### src/rtl/bb_snoop_queue.sv
// ============================================================================
// Module   : bb_snoop_queue
// Purpose  : Line-coalescing FIFO turning bus write snoops into a valid/ready
//            invalidation stream, with bus hold and sticky overflow.
// Revision : 1.0
// ============================================================================
`default_nettype none

module bb_snoop_queue #(
  parameter int ADDR_WIDTH     = 32,
  parameter int DEPTH          = 4,
  parameter int LINE_OFFSET    = 2,
  parameter int HOLD_THRESHOLD = DEPTH - 1
) (
  input  logic                     clk_i,
  input  logic                     rst_i,
  input  logic [ADDR_WIDTH-1:0]    snoop_adr_i,
  input  logic                     snoop_en_i,
  output logic [ADDR_WIDTH-1:0]    inv_adr_o,
  output logic                     inv_valid_o,
  input  logic                     inv_ready_i,
  output logic                     bus_hold_o,
  input  logic                     bus_hold_ack_i,
  output logic                     overflow_o,
  output logic [$clog2(DEPTH):0]   level_o
);

  localparam int c_ptr_w = $clog2(DEPTH);
  localparam int c_lvl_w = c_ptr_w + 1;

  localparam logic [ADDR_WIDTH-1:0] c_all_ones  = '1;
  localparam logic [ADDR_WIDTH-1:0] c_line_mask = c_all_ones << LINE_OFFSET;
  localparam logic [c_lvl_w-1:0]    c_depth     = c_lvl_w'(DEPTH);
  localparam logic [c_lvl_w-1:0]    c_hold_thr  = c_lvl_w'(HOLD_THRESHOLD);

  logic [ADDR_WIDTH-1:0] r_mem [DEPTH];
  logic [c_ptr_w-1:0]    r_rd_ptr;
  logic [c_ptr_w-1:0]    r_wr_ptr;
  logic [c_lvl_w-1:0]    r_level;
  logic                  r_bus_hold;
  logic                  r_overflow;

  logic [ADDR_WIDTH-1:0] w_line;
  logic                  w_valid;
  logic                  w_pop;
  logic [DEPTH-1:0]      w_occupied;
  logic [DEPTH-1:0]      w_hit;
  logic                  w_coalesce;
  logic                  w_full;
  logic                  w_push;
  logic                  w_drop;
  logic [c_lvl_w-1:0]    w_level_next;

  // The arbiter acknowledge carries no control meaning here; snoops seen
  // while it is asserted are processed like any other.
  logic w_unused_ack;
  assign w_unused_ack = bus_hold_ack_i;

  assign w_line  = snoop_adr_i & c_line_mask;
  assign w_valid = (r_level != '0);
  assign w_pop   = w_valid & inv_ready_i;
  assign w_full  = (r_level == c_depth);

  // A hit on the head that leaves this cycle must not absorb the snoop,
  // otherwise the write would never be followed by an invalidation.
  for (genvar gi = 0; gi < DEPTH; gi++) begin : g_entry
    logic [c_ptr_w-1:0] w_dist;
    assign w_dist         = c_ptr_w'(gi) - r_rd_ptr;
    assign w_occupied[gi] = ({1'b0, w_dist} < r_level);
    assign w_hit[gi]      = w_occupied[gi]
                          && (r_mem[gi] == w_line)
                          && !(w_pop && (c_ptr_w'(gi) == r_rd_ptr));
  end

  assign w_coalesce   = snoop_en_i & (|w_hit);
  assign w_push       = snoop_en_i & ~w_coalesce & (~w_full | w_pop);
  assign w_drop       = snoop_en_i & ~w_coalesce & w_full & ~w_pop;
  assign w_level_next = r_level + c_lvl_w'(w_push) - c_lvl_w'(w_pop);

  always_ff @(posedge clk_i or negedge rst_i) begin
    if (!rst_i) begin
      r_rd_ptr   <= '0;
      r_wr_ptr   <= '0;
      r_level    <= '0;
      r_bus_hold <= 1'b0;
      r_overflow <= 1'b0;
    end else begin
      if (w_pop) begin
        r_rd_ptr <= r_rd_ptr + 1'b1;
      end
      if (w_push) begin
        r_wr_ptr <= r_wr_ptr + 1'b1;
      end
      r_level    <= w_level_next;
      r_bus_hold <= (w_level_next >= c_hold_thr);
      r_overflow <= r_overflow | w_drop;
    end
  end

  // Storage needs no reset: the head output is gated by occupancy.
  always_ff @(posedge clk_i) begin
    if (w_push) begin
      r_mem[r_wr_ptr] <= w_line;
    end
  end

  assign inv_valid_o = w_valid;
  assign inv_adr_o   = w_valid ? r_mem[r_rd_ptr] : '0;
  assign bus_hold_o  = r_bus_hold;
  assign overflow_o  = r_overflow;
  assign level_o     = r_level;

endmodule

`default_nettype wire

### config.mk
export PLATFORM = sky130hd
export DESIGN_NAME = bb_snoop_queue
export DESIGN_NICKNAME = d
export VERILOG_FILES = /design/src/rtl/bb_snoop_queue.sv
export SDC_FILE = /design/constraint.sdc
export NUM_CORES = 1
export LEC_CHECK = 0
export BUFFER_PORTS_ARGS = -buffer_cell sky130_fd_sc_hd__buf_2
export CORE_UTILIZATION = 30
export CTS_CLUSTER_SIZE = 28
export DETAILED_ROUTE_END_ITERATION = 8
export PLACE_DENSITY = 0.5
export SLEW_MARGIN = 20
export SYNTH_ARGS = -nofsm -noshare
export SYNTH_HDL_FRONTEND = slang
export SYNTH_SLANG_ARGS = --single-unit
export TNS_END_PERCENT = 30
### constraint.sdc
create_clock -name clk_i -period 3.93 [get_ports clk_i]
set_input_delay 0.786 -clock clk_i [delete_from_list [all_inputs] [get_ports clk_i]]
set_output_delay 0.786 -clock clk_i [all_outputs]
set_load 0.05 [all_outputs]
==> results by group <==
Synthesis
  • Sequential share of the synthesized area: 0.584
  • Largest family of logic cells by synthesized area: XOR/XNOR gates
  • Ys Warns: 0
  • Top cells by area, synth: edfxtp_1 55%, xor2_1 14%, mux4_2 10%
  • Mapped cell area: 6560 sq um
  • Synthesized area per cell: 15.3 sq um
  • Adder-cell share of the synthesized area: 0.0298
  • Synth area leader: edfxtp_1
  • Synth Flop Type: edfxtp_1
  • Post-Synth XOR/XNOR Area: 0.166
  • Ys async rst share: 0.0698
  • Synth Area in Compound Gates: 0.0134
  • Post-synthesis mux area share: 0.105
  • Library cells used by synthesis: 37
  • Cells after Synth: between 400 and 500
  • Share of the synthesized area in the top cell type: 0.549
  • Post-synth EDFFs: 120
  • #FFs+latches synth: 129
  • Post-Synth Simple-Gate Area: 0.0822

Clocking
  • CTS buffer count: 17
  • Setup bufs post-CTS: 0
  • Max Root-Sink Buffers: 2
  • Worst-path clk slew: 0.06 ns
  • Worst-skew pair later-pin latency: 0.42 ns
  • Hold_buf cts: 0
  • Clock sinks: approximately 130
  • TritonCTS clock tree: built
  • Root Buffer: clkbuf_16
  • # resized after CTS: 0
  • Htree depth: 4

Finish
  • Final nets: 568
  • Finished Cell Area: 7970 sq um
  • Commonest non-fill, non-tap cell in the layout: edfxtp_1
  • Area Overhead vs Synth: 21.5%
  • Number of diodes: 0
  • Fraction of layout instances using a drive strength above 1: 0.295
  • Most frequent cells in the layout: 120 x edfxtp_1, 103 x xor2_1, 69 x buf_2
  • Finished Layout Cells: 804

Place
  • Port buffer count: 69
  • Placer Congestion: 0.774
  • Dpl cells: just under 800
  • DP Area: approximately 7300 sq um
  • DP HPWL: 11800 um

Worst setup path
  • Reg2Reg Setup Slack: about 0.64 ns
  • Critical Path AT: roughly 3.7 ns
  • WP data required: 4.24 ns
  • Critical Path End Type: flop
  • Crit path buf inv count: 2
  • Crit-path cells: buf_2 -> xor2_1 -> nor4_1 -> nand4_1 -> or4_1 -> and3_4 -> nand3_4 -> ha_1 -> inv_1 -> ha_1 -> fa_1 -> a21o_1
  • CP max FO: 8
  • Crit path top cell by count: ha_1
  • CP max-delay cell: or4_1
  • Critical Path Max Stage Delay: 0.53 ns
  • Worst setup path category: primary input to flop
  • Startpoint type of the worst setup path: primary input
  • Top Family by Delay on Critical Path: simple AND/OR/NAND/NOR gates

GRT
  • Antenna violations before repair: 0
  • Global-route wire length before repair: 25200 um
  • Vias in the first global route: 4096
  • GRT Resource Usage Total: 0.159
  • Total gr overflow: 0
  • Largest net degree at the start of global routing: 34

Die
  • I/O pin count: 75
  • DIE AREA: 22500 sq um
  • Placement row count: 53
  • Core Footprint: 21200 sq um
  • Die extent in x: between 100 and 150 um
  • Starting density of the core: 0.309
  • Die Height: 150 um

Pwr
  • Sw frac: 0.420
  • P per Cell Area: 834 nW/um^2
  • Part of the power in registers: 0.304
  • Internal power: 3.85 mW
  • Clock power share: 0.255
  • Max VDD drop: approximately 290 uV
  • Leak pwr: 2.87 nW
  • Power Total: approximately 6.6 mW
  • P_sw: 2.79 mW
  • Logic pwr share: 0.440

Worst hold path
  • Hold WC Path Type: primary input to async pin

STA
  • Fin Hold WS: 0.212 ns
  • Final setup TNS: 0 ns
  • F_max: 298 MHz
  • Clock Skew: 0.00795 ns
  • Worst Tran Pin Value: 1.12 ns
  • Final setup vio count: 0
  • Pins Over Slew Limit: 0
  • Slew margin rel.: 0.256
  • Fin crit share: 0.853
  • Fin crit period: 3.35 ns
  • Unrepaired setup endpoints after global routing: no
  • Final Hold Vio Count: 0

Detailed routing
  • Post-route DRC: 0
  • DRT iter0 DRCs: 221
  • Routed length per instance: 20.9 um
  • Wirelength, routed: 16800 um
  • Routed vias/inst: 4.73
  • Via count: 3802
  • Drt first pass iters: 6
  • Antenna-violating nets left: 0

Flow run
  • Max_cap viols: 0

Run status
  • Status: complete, no violations
==> layout make-up <==
| cell class | count | area (sq um) |
|---|---|---|
| Inverter | 13 | 48.8 |
| Timing Repair Buffer | 82 | 480 |
| Tap cell | 275 | 344 |
| Multi-Input combinational cell | 273 | 2630 |
| Fill cell | 2005 | 13300 |
| Clock buffer | 17 | 425 |
| Clock inverter | 15 | 208 |
| Sequential cell | 129 | 3830 |
==> final timing paths <==
path	startpoint	endpoint	depth (start not counted)
setup reg to reg	r_rd_ptr[0]$_DFFE_PN0P_	r_mem[3][3]$_DFFE_PP_	11
min in group clk_i	overflow_o$_DFF_PN0_	overflow_o$_DFF_PN0_	1
setup / recovery	snoop_adr_i[23]	bus_hold_o$_DFF_PN0_	12
hold / removal	rst_i	level_o[2]$_DFF_PN0_	1
max in group asynchronous	rst_i	r_rd_ptr[0]$_DFFE_PN0P_	1
hold reg to reg	overflow_o$_DFF_PN0_	overflow_o$_DFF_PN0_	1
==> routing by layer <==
metal | vias to the layer above | global-route usage | wire length [um] | share of wire
met5 | - | 0 | 0 | 0
met4 | 0 | 0.0470 | 162 | 0.0096
met3 | 11 | 0.0345 | 743 | 0.044
met2 | 88 | 0.264 | 8400 | 0.50
met1 | 1934 | 0.206 | 7510 | 0.45
li1 | 1769 | - | - | -
==> registers in the layout (all words and copies together) (netlist names) <==
signal      count
r_mem         120
level_o         3
r_rd_ptr        2
r_wr_ptr        2
bus_hold_o      1
overflow_o      1
==> logic make-up (layout without fill, tap and decap cells) <==
group,Yosys count,in the layout
other cells,1,2
buf+inv,27,127
compound gates,13,13
mux,31,31
xor+xnor,124,124
fa+ha+maj,15,15
simple gates,88,88
flops,129,129
==> power by group through the flow <==
stage                     clock network (mW)  logic, mW  registers [mW]
after floorplan                            0       2.09            2.10
after global placement                     0       2.95            2.04
after detailed placement                   0       2.97            2.05
after CTS                               1.72       2.99            2.02
after global routing                    1.77       3.13            2.06
final                                   1.70       2.92            2.02
==> synthesized netlist by cell type (2+ instances only) <==
master,count
edfxtp_1,120
nor3_1,2
buf_4,2
buf_2,3
xor2_1,103
mux4_2,30
ha_1,14
nor2_1,5
nor4_1,25
or3_1,2
nand4_1,7
inv_1,13
a21oi_1,4
o2111ai_1,2
nand2_1,8
clkbuf_1,6
nor2b_1,30
buf_6,2
xnor2_1,21
dfrtp_1,9
nand3_1,3
o21ai_1,2
==> through the flow <==
step	setup slack (ns)	utilization
finish	0.577	0.375
global route	0.432	0.375
CTS	0.542	0.375
detailed placement	0.145	0.346
global placement	0.178	0.345
floorplan	-0.00869	-
Note: power is estimated with default switching activity, not from simulation.
